## src/rtl/mult_share_arbiter_taint.sv

```systemverilog
// Two-client round-robin arbiter and sequencer sharing one taint-tracked sequential
// multiplier; every control and data output carries shadow taint, including grant-decision taint.
module mult_share_arbiter_taint #(
    parameter int unsigned WIDTH   = 4,
    parameter int unsigned TIMEOUT = 64,
    parameter int unsigned CW      = 7
) (
    input  logic               clk,
    input  logic               rst,
    input  logic               req0,
    input  logic               req0_t,
    input  logic [WIDTH-1:0]   a0,
    input  logic [WIDTH-1:0]   b0,
    input  logic [WIDTH-1:0]   a0_t,
    input  logic [WIDTH-1:0]   b0_t,
    input  logic               req1,
    input  logic               req1_t,
    input  logic [WIDTH-1:0]   a1,
    input  logic [WIDTH-1:0]   b1,
    input  logic [WIDTH-1:0]   a1_t,
    input  logic [WIDTH-1:0]   b1_t,
    output logic               ack0,
    output logic               ack0_t,
    output logic               ack1,
    output logic               ack1_t,
    output logic [2*WIDTH-1:0] result,
    output logic [2*WIDTH-1:0] result_t,
    output logic               err,
    output logic               err_t,
    output logic               mul_start,
    output logic               mul_start_t,
    output logic [WIDTH-1:0]   mul_a,
    output logic [WIDTH-1:0]   mul_b,
    output logic [WIDTH-1:0]   mul_a_t,
    output logic [WIDTH-1:0]   mul_b_t,
    input  logic [2*WIDTH-1:0] mul_product,
    input  logic [2*WIDTH-1:0] mul_product_t,
    input  logic               mul_done,
    input  logic               mul_done_t
);

    localparam int unsigned PW = 2 * WIDTH;

    typedef enum logic [2:0] {
        S_IDLE,
        S_START,
        S_ARM,
        S_WAIT,
        S_RESP
    } state_t;

    state_t            state, state_nxt;
    logic              rr_ptr, rr_ptr_nxt;
    logic              winner, winner_nxt;
    logic              g_t, g_t_nxt;
    logic [CW-1:0]     wdog, wdog_nxt;
    logic [WIDTH-1:0]  mul_a_nxt, mul_b_nxt, mul_a_t_nxt, mul_b_t_nxt;
    logic [PW-1:0]     result_nxt, result_t_nxt;
    logic              ack0_nxt, ack0_t_nxt, ack1_nxt, ack1_t_nxt;
    logic              err_nxt, err_t_nxt;
    logic              mul_start_nxt, mul_start_t_nxt;

    // Grant choice and taint of the wait-exit decision
    logic              grant;
    logic              exit_t;
    logic              timed_out;

    always_comb begin
        grant     = (req0 && req1) ? rr_ptr : req1;
        exit_t    = g_t | mul_done_t;
        timed_out = (wdog == CW'(TIMEOUT - 1));
    end

    // Next-state and next-output logic; outputs are registered, so pulses are
    // raised on the transition into the state they belong to.
    always_comb begin
        state_nxt       = state;
        rr_ptr_nxt      = rr_ptr;
        winner_nxt      = winner;
        g_t_nxt         = g_t;
        wdog_nxt        = wdog;
        mul_a_nxt       = mul_a;
        mul_b_nxt       = mul_b;
        mul_a_t_nxt     = mul_a_t;
        mul_b_t_nxt     = mul_b_t;
        result_nxt      = result;
        result_t_nxt    = result_t;
        ack0_nxt        = 1'b0;
        ack0_t_nxt      = 1'b0;
        ack1_nxt        = 1'b0;
        ack1_t_nxt      = 1'b0;
        err_nxt         = 1'b0;
        err_t_nxt       = 1'b0;
        mul_start_nxt   = 1'b0;
        mul_start_t_nxt = 1'b0;

        case (state)
            S_IDLE: begin
                if (req0 || req1) begin
                    if (req0 && req1) begin
                        rr_ptr_nxt = ~grant;
                    end
                    winner_nxt      = grant;
                    g_t_nxt         = req0_t | req1_t;
                    mul_a_nxt       = grant ? a1   : a0;
                    mul_b_nxt       = grant ? b1   : b0;
                    mul_a_t_nxt     = grant ? a1_t : a0_t;
                    mul_b_t_nxt     = grant ? b1_t : b0_t;
                    mul_start_nxt   = 1'b1;
                    mul_start_t_nxt = req0_t | req1_t;
                    state_nxt       = S_START;
                end
            end

            S_START: begin
                state_nxt = S_ARM;
            end

            // mul_done may still be high from the previous operation here
            S_ARM: begin
                wdog_nxt  = '0;
                state_nxt = S_WAIT;
            end

            S_WAIT: begin
                if (mul_done || timed_out) begin
                    if (mul_done) begin
                        result_nxt   = mul_product;
                        result_t_nxt = mul_product_t | {PW{exit_t}};
                    end else begin
                        result_nxt   = '0;
                        result_t_nxt = {PW{1'b1}};
                        err_nxt      = 1'b1;
                    end
                    err_t_nxt = exit_t;
                    if (winner) begin
                        ack1_nxt   = 1'b1;
                        ack1_t_nxt = exit_t;
                        ack0_t_nxt = g_t;
                    end else begin
                        ack0_nxt   = 1'b1;
                        ack0_t_nxt = exit_t;
                        ack1_t_nxt = g_t;
                    end
                    state_nxt = S_RESP;
                end else begin
                    wdog_nxt = wdog + CW'(1);
                end
            end

            S_RESP: begin
                state_nxt = S_IDLE;
            end

            default: begin
                state_nxt = S_IDLE;
            end
        endcase
    end

    // State and output registers
    always_ff @(posedge clk or posedge rst) begin
        if (rst) begin
            state       <= S_IDLE;
            rr_ptr      <= 1'b0;
            winner      <= 1'b0;
            g_t         <= 1'b0;
            wdog        <= '0;
            mul_a       <= '0;
            mul_b       <= '0;
            mul_a_t     <= '0;
            mul_b_t     <= '0;
            result      <= '0;
            result_t    <= '0;
            ack0        <= 1'b0;
            ack0_t      <= 1'b0;
            ack1        <= 1'b0;
            ack1_t      <= 1'b0;
            err         <= 1'b0;
            err_t       <= 1'b0;
            mul_start   <= 1'b0;
            mul_start_t <= 1'b0;
        end else begin
            state       <= state_nxt;
            rr_ptr      <= rr_ptr_nxt;
            winner      <= winner_nxt;
            g_t         <= g_t_nxt;
            wdog        <= wdog_nxt;
            mul_a       <= mul_a_nxt;
            mul_b       <= mul_b_nxt;
            mul_a_t     <= mul_a_t_nxt;
            mul_b_t     <= mul_b_t_nxt;
            result      <= result_nxt;
            result_t    <= result_t_nxt;
            ack0        <= ack0_nxt;
            ack0_t      <= ack0_t_nxt;
            ack1        <= ack1_nxt;
            ack1_t      <= ack1_t_nxt;
            err         <= err_nxt;
            err_t       <= err_t_nxt;
            mul_start   <= mul_start_nxt;
            mul_start_t <= mul_start_t_nxt;
        end
    end

endmodule

```

## config.mk

```make
export PLATFORM = sky130hd
export DESIGN_NAME = mult_share_arbiter_taint
export DESIGN_NICKNAME = d
export VERILOG_FILES = /design/src/rtl/mult_share_arbiter_taint.sv
export SDC_FILE = /design/constraint.sdc
export NUM_CORES = 1
export LEC_CHECK = 0
export ABC_AREA = 1
export BUFFER_PORTS_ARGS = -buffer_cell sky130_fd_sc_hd__clkbuf_2
export CAP_MARGIN = 20
export CORE_MARGIN = 8
export CORE_UTILIZATION = 48
export DETAILED_ROUTE_END_ITERATION = 10
export GPL_ROUTABILITY_DRIVEN = 1
export HOLD_SLACK_MARGIN = 0.02
export PLACE_DENSITY_LB_ADDON = 0.12
export SLEW_MARGIN = 30
export SYNTH_ARGS = -nofsm -noshare
export SYNTH_HDL_FRONTEND = slang
export SYNTH_SLANG_ARGS = --single-unit
```

## constraint.sdc

```tcl
create_clock -name clk -period 1.67 [get_ports clk]
set_clock_uncertainty 0.05 [all_clocks]
set_input_delay 0.0835 -clock clk [delete_from_list [all_inputs] [get_ports clk]]
set_output_delay 0.0835 -clock clk [all_outputs]
set_load 0.03 [all_outputs]
```

### Word level (Yosys, flattened, before mapping)

Index checks and enable logic that the tools add are counted.
W data, S select, Z words.

* bits in registers: 53
* output and inout port bits: 40

* $add $sub $neg: 1
* equality and inequality tests: 7
* multiplexer cells: 33
* bitwise gates (word level): 4
* reductions and logical operators: 10

Operators by type and width (number)
* $mux W1: 22
* $mux W4: 4
* $mux W8: 2
* $pmux W7 S2: 1
* $pmux W3 S4: 1
* $or A8 B8 Y8: 1
* $reduce_and A2 Y1: 4
* $add A7 B1 Y7 const B: 1
* $eq A7 B6 Y1 const B: 1
* $mux W7: 1
* $eq A3 B2 Y1 const B: 2
* $mux W3: 2
* $ne A2 B2 Y1 const B: 3
* $eq A3 B1 Y1 const B: 1
* $logic_not A3 Y1: 1
* $reduce_and A3 Y1: 1
* $logic_or A1 B1 Y1: 2
* $or A1 B1 Y1: 2
* $reduce_bool A2 Y1: 1
* $logic_and A1 B1 Y1: 1
* $not A1 Y1: 1

### Logic depth before layout (Yosys ltp)

* word-level depth: 4
* gate-level depth with buffers: 9
* mapped depth without buffers: 8

### Worst setup path before layout

Ideal clock, no wire load.

* path type: register -> register
* start point: register wdog[0]
* end point: register result_t[0]
* setup time: 0.122 ns
* arrival time: 1.219 ns
* data required time: 1.498 ns
* setup slack: 0.279 ns
* cell stages (with the launch flop): 10
* path buffers: 1
* clock period less this slack: 1.391 ns
* path through: dfrtp_1 -> ha_1 -> nand2_1 -> nor2_2 -> nand2_2 -> nand2_1 -> nand2_1 -> buf_2 -> nand2_1 -> o21ai_1

* longest elaborated chain between the ends: 3

Ends and longest elaborated chain
* start, declared: line 56 `logic [CW-1:0] wdog, wdog_nxt;`
* start signal, assigned: line 188 `wdog <= wdog_nxt;`
* $eq A7 B6 Y1: line 71 `timed_out = (wdog == CW'(TIMEOUT - 1));`
* $logic_or A1 B1 Y1: line 126 `if (mul_done || timed_out) begin`
* $reduce_and A2 Y1 (no source line)
* end signal, assigned: line 194 `result_t <= result_t_nxt;`
* end, declared: line 27 `output logic [2*WIDTH-1:0] result_t,`

No other way between the ends.
A chain may end at the register's enable or synchronous reset.

### Worst setup path after layout

* start point: register wdog[0]
* end point: register ack1_t

* longest elaborated chain between the ends: 4

Ends and longest elaborated chain
* $eq A7 B6 Y1: line 71
* $logic_or A1 B1 Y1: line 126
* $mux W1: line 126
* $mux W1: line 97 `case (state)`
* via ack1_t_nxt: line 59 `logic ack0_nxt, ack0_t_nxt, ack1_nxt, ack1_t_nxt;`
* end signal, assigned: line 198 `ack1_t <= ack1_t_nxt;`
* end, declared: line 25 `output logic ack1_t,`

The timed path passes the listed nets, and every way through them passes these cells.

==> metrics.md <==
| Metric | Value |
|---|---|
| Gr ovfl total | 0 |
| Fin crit share | 0.9299 |
| Tot GR Track Use | 0.1937 |
| Reg clk slew, reported paths | 0.09 ns |
| Worst EP required | 1.84 ns |
| Worst setup path category | flip-flop to flip-flop |
| Final min period | 1.553 ns |
| Crit end category | flip-flop |
| Pre-antenna DRT Iters | 4 |
| Mapped Nets | 349 |
| Layout cell share with drive strength beyond 1 | 0.2740 |
| Seq cells post-synth | 53 |
| I/O Buffers | 95 |
| Final nets | 494 |
| Critical path arrival | 1.72 ns |
| Row cnt | 25 |
| Vias/cell | 4.644 |
| Clock root buffer master | clkbuf_8 |
| Max-cap viol count | 0 |
| Initial DRC count | 123 |
| Clock Latency Late Sink | 0.30 ns |
| Initial core utilization | 0.4970 |
| WL final | 6752 µm |
| Worst min-delay path class | input pin to flip-flop |
| Die extent in x | 85.93 µm |
| Largest net degree at the start of global routing | 54 |
| Crit Path Max Fanout | 30 |
| # fillers | 342 |
| Worst vdd ir | 0.8747 mV |
| First-pass GRT wire length | 11480 µm |
| YS warnings | 0 |
| Initial antenna violation count | 0 |
| Count of final max-slew check failures | 0 |
| FMAX | 643.9 MHz |
| Slew @ Worst Pin | 0.3115 ns |
| Vias in the first global route | 2449 |
| Endpoints failing setup | 0 |
| Residual DRC | 0 |
| Syn_area_per_cell | 8.039 µm² |
| CTS Buf Count | 5 |
| RSZ-0062 raised after global routing | true |
| Routability cong. | 0.7780 |
| Drt wl/cell | 13.37 µm |
| Placed cell area | 2915 µm² |
| Routed via count | 2345 |
| Clk sinks | 53 |
| Slew HR | 0.7921 |
| Die height | 85.93 µm |
| Ports | 96 |
| H-tree Lvls | 2 |
| Synth Cell Area | 2347 µm² |
| TritonCTS clock tree | built |
| DP HPWL | 4188 µm |
| Routed Antenna Nets | 0 |
| Post-Place Cells | 450 |
| Antenna diodes | 0 |
| Leakage | 1.967 nW |
| Post-Syn Instances | 292 |
| Die ar. | 7384 µm² |
| Synth unique cells | 25 |
| Register area share after synthesis | 0.5650 |
| Hold Fails Final Rpt | 0 |
| Status | complete, no violations |
| Crit path launch type | flip-flop |
| Maximum clock path buffer count | 2 |
| Final cell count without fillers | 505 |
| Pwr/cell area | 1603 nW/µm² |
| Setup TNS | 0 ns |
| Core Region | 4723 µm² |
| Layout area overhead | 49.52% |
| Post-CTS setup buffers | 0 |
| Fin area | 3510 µm² |
-- layout make-up --
class,instances,area [µm²],area share
clock buffer,6,82.58,0.02353
clock inverter,2,37.54,0.01070
inverter,12,48.80,0.01390
multi-input combinational,219,929.6,0.2649
sequential,53,1326,0.3779
tap,67,83.83,0.02389
timing repair buffer,146,1001,0.2852
-- flip-flops by register name, summed over array words and instances, names as in the netlist, 3 cells and up --
register  flops
state         3
wdog          7
mul_b_t       4
mul_a         4
result        8
mul_b         4
mul_a_t       4
result_t      8
-- cells in the mapped netlist --
| master | count | area share |
|---|---|---|
| inv_2 | 3 | 0.0048 |
| a22oi_1 | 1 | 0.0032 |
| dfrtp_1 | 53 | 0.57 |
| clkinv_1 | 1 | 0.0016 |
| inv_1 | 8 | 0.013 |
| buf_2 | 4 | 0.0085 |
| nor3_1 | 3 | 0.0064 |
| buf_4 | 1 | 0.0032 |
| o21ai_0 | 4 | 0.0085 |
| nand3b_1 | 1 | 0.0032 |
| nand2_2 | 3 | 0.0080 |
| o21ai_1 | 8 | 0.017 |
| nor3b_1 | 1 | 0.0032 |
| nor3_4 | 1 | 0.0069 |
| nor2_1 | 25 | 0.040 |
| xor2_1 | 1 | 0.0037 |
| nand4_1 | 1 | 0.0027 |
| nand3_1 | 19 | 0.041 |
| ha_1 | 1 | 0.0053 |
| nor2_2 | 3 | 0.0080 |
| o21bai_1 | 1 | 0.0032 |
| buf_6 | 1 | 0.0048 |
| nand2_1 | 145 | 0.23 |
| buf_1 | 2 | 0.0032 |
| nand3_2 | 1 | 0.0043 |
-- cells by family (layout without fill, tap and decap cells) --
logic type,after synthesis,after routing,synth area share
simple gates,203,203,0.3550
buf+inv,20,166,0.03891
xor+xnor,1,1,0.003732
fa+ha+maj,1,1,0.005330
flops,53,53,0.5650
compound gates,14,14,0.03199
-- final timing paths --
path / slack, ns / endpoint / cells after the start / from
setup / recovery: 0.12 / ack1_t / 8 / wdog[0]
hold / removal: 0.03 / mul_b_t[0] / 5 / b1_t[0]
setup reg to reg: 0.12 / ack1_t / 8 / wdog[0]
hold reg to reg: 0.41 / ack0 / 1 / winner
max in group asynchronous: 1.03 / state[1] / 4 / rst
min in group asynchronous: 0.31 / result_t[3] / 4 / rst
-- layer usage --
metal / part of all wire / global-route usage / up-vias
li1: - / - / 1196
met1: 0.42 / 0.2242 / 1060
met2: 0.49 / 0.3296 / 81
met3: 0.072 / 0.06495 / 8
met4: 0.013 / 0.05732 / 0
met5: 0 / 0 / -
-- layout by cell type, fill, tap and decap left out, types with 4 or more instances in the layout --
cell / count
nand2_1: 145
clkbuf_2: 95
clkbuf_8: 6
dfrtp_1: 53
o21ai_1: 8
inv_1: 7
dlygate4sd3_1: 47
nand3_1: 19
inv_2: 4
nor2_1: 25
o21ai_0: 4
-- metrics by stage --
step	setup WS [ns]	util	hold slack, ns	total power, mW
after detailed placement	0.1463	0.6172	0.1009	4.643
after floorplan	0.2503	-	0.1792	3.857
after CTS	0.1219	0.7423	0.02094	5.650
final	0.1170	0.7430	0.03144	5.624
after global routing	-0.01393	0.7430	0.03718	6.046
after global placement	0.2102	0.6172	0.08872	4.592
-- power breakdown --
group,internal [mW],switching [mW]
clock network,0.488,0.424
registers,1.78,0.316
logic,0.794,1.82
-- worst max-delay path, cell delays in order, from the launching register on --
cell and delay, ns:
dfrtp_1 0.40, ha_1 0.18, nand2_1 0.09, nor2_2 0.15, nand2_2 0.12, nand2_1 0.07, nand2_1 0.08, buf_12 0.17
nor3_1 0.16
-- what timing repair did --
action / in CTS / in global routing
hold buffers: 47 / 0
endpoints found under the hold margin: 86 / 0
endpoints found under the setup margin: 0 / 3
gates resized for setup: 0 / 1
No activity file was read; power rests on OpenSTA's default activity.
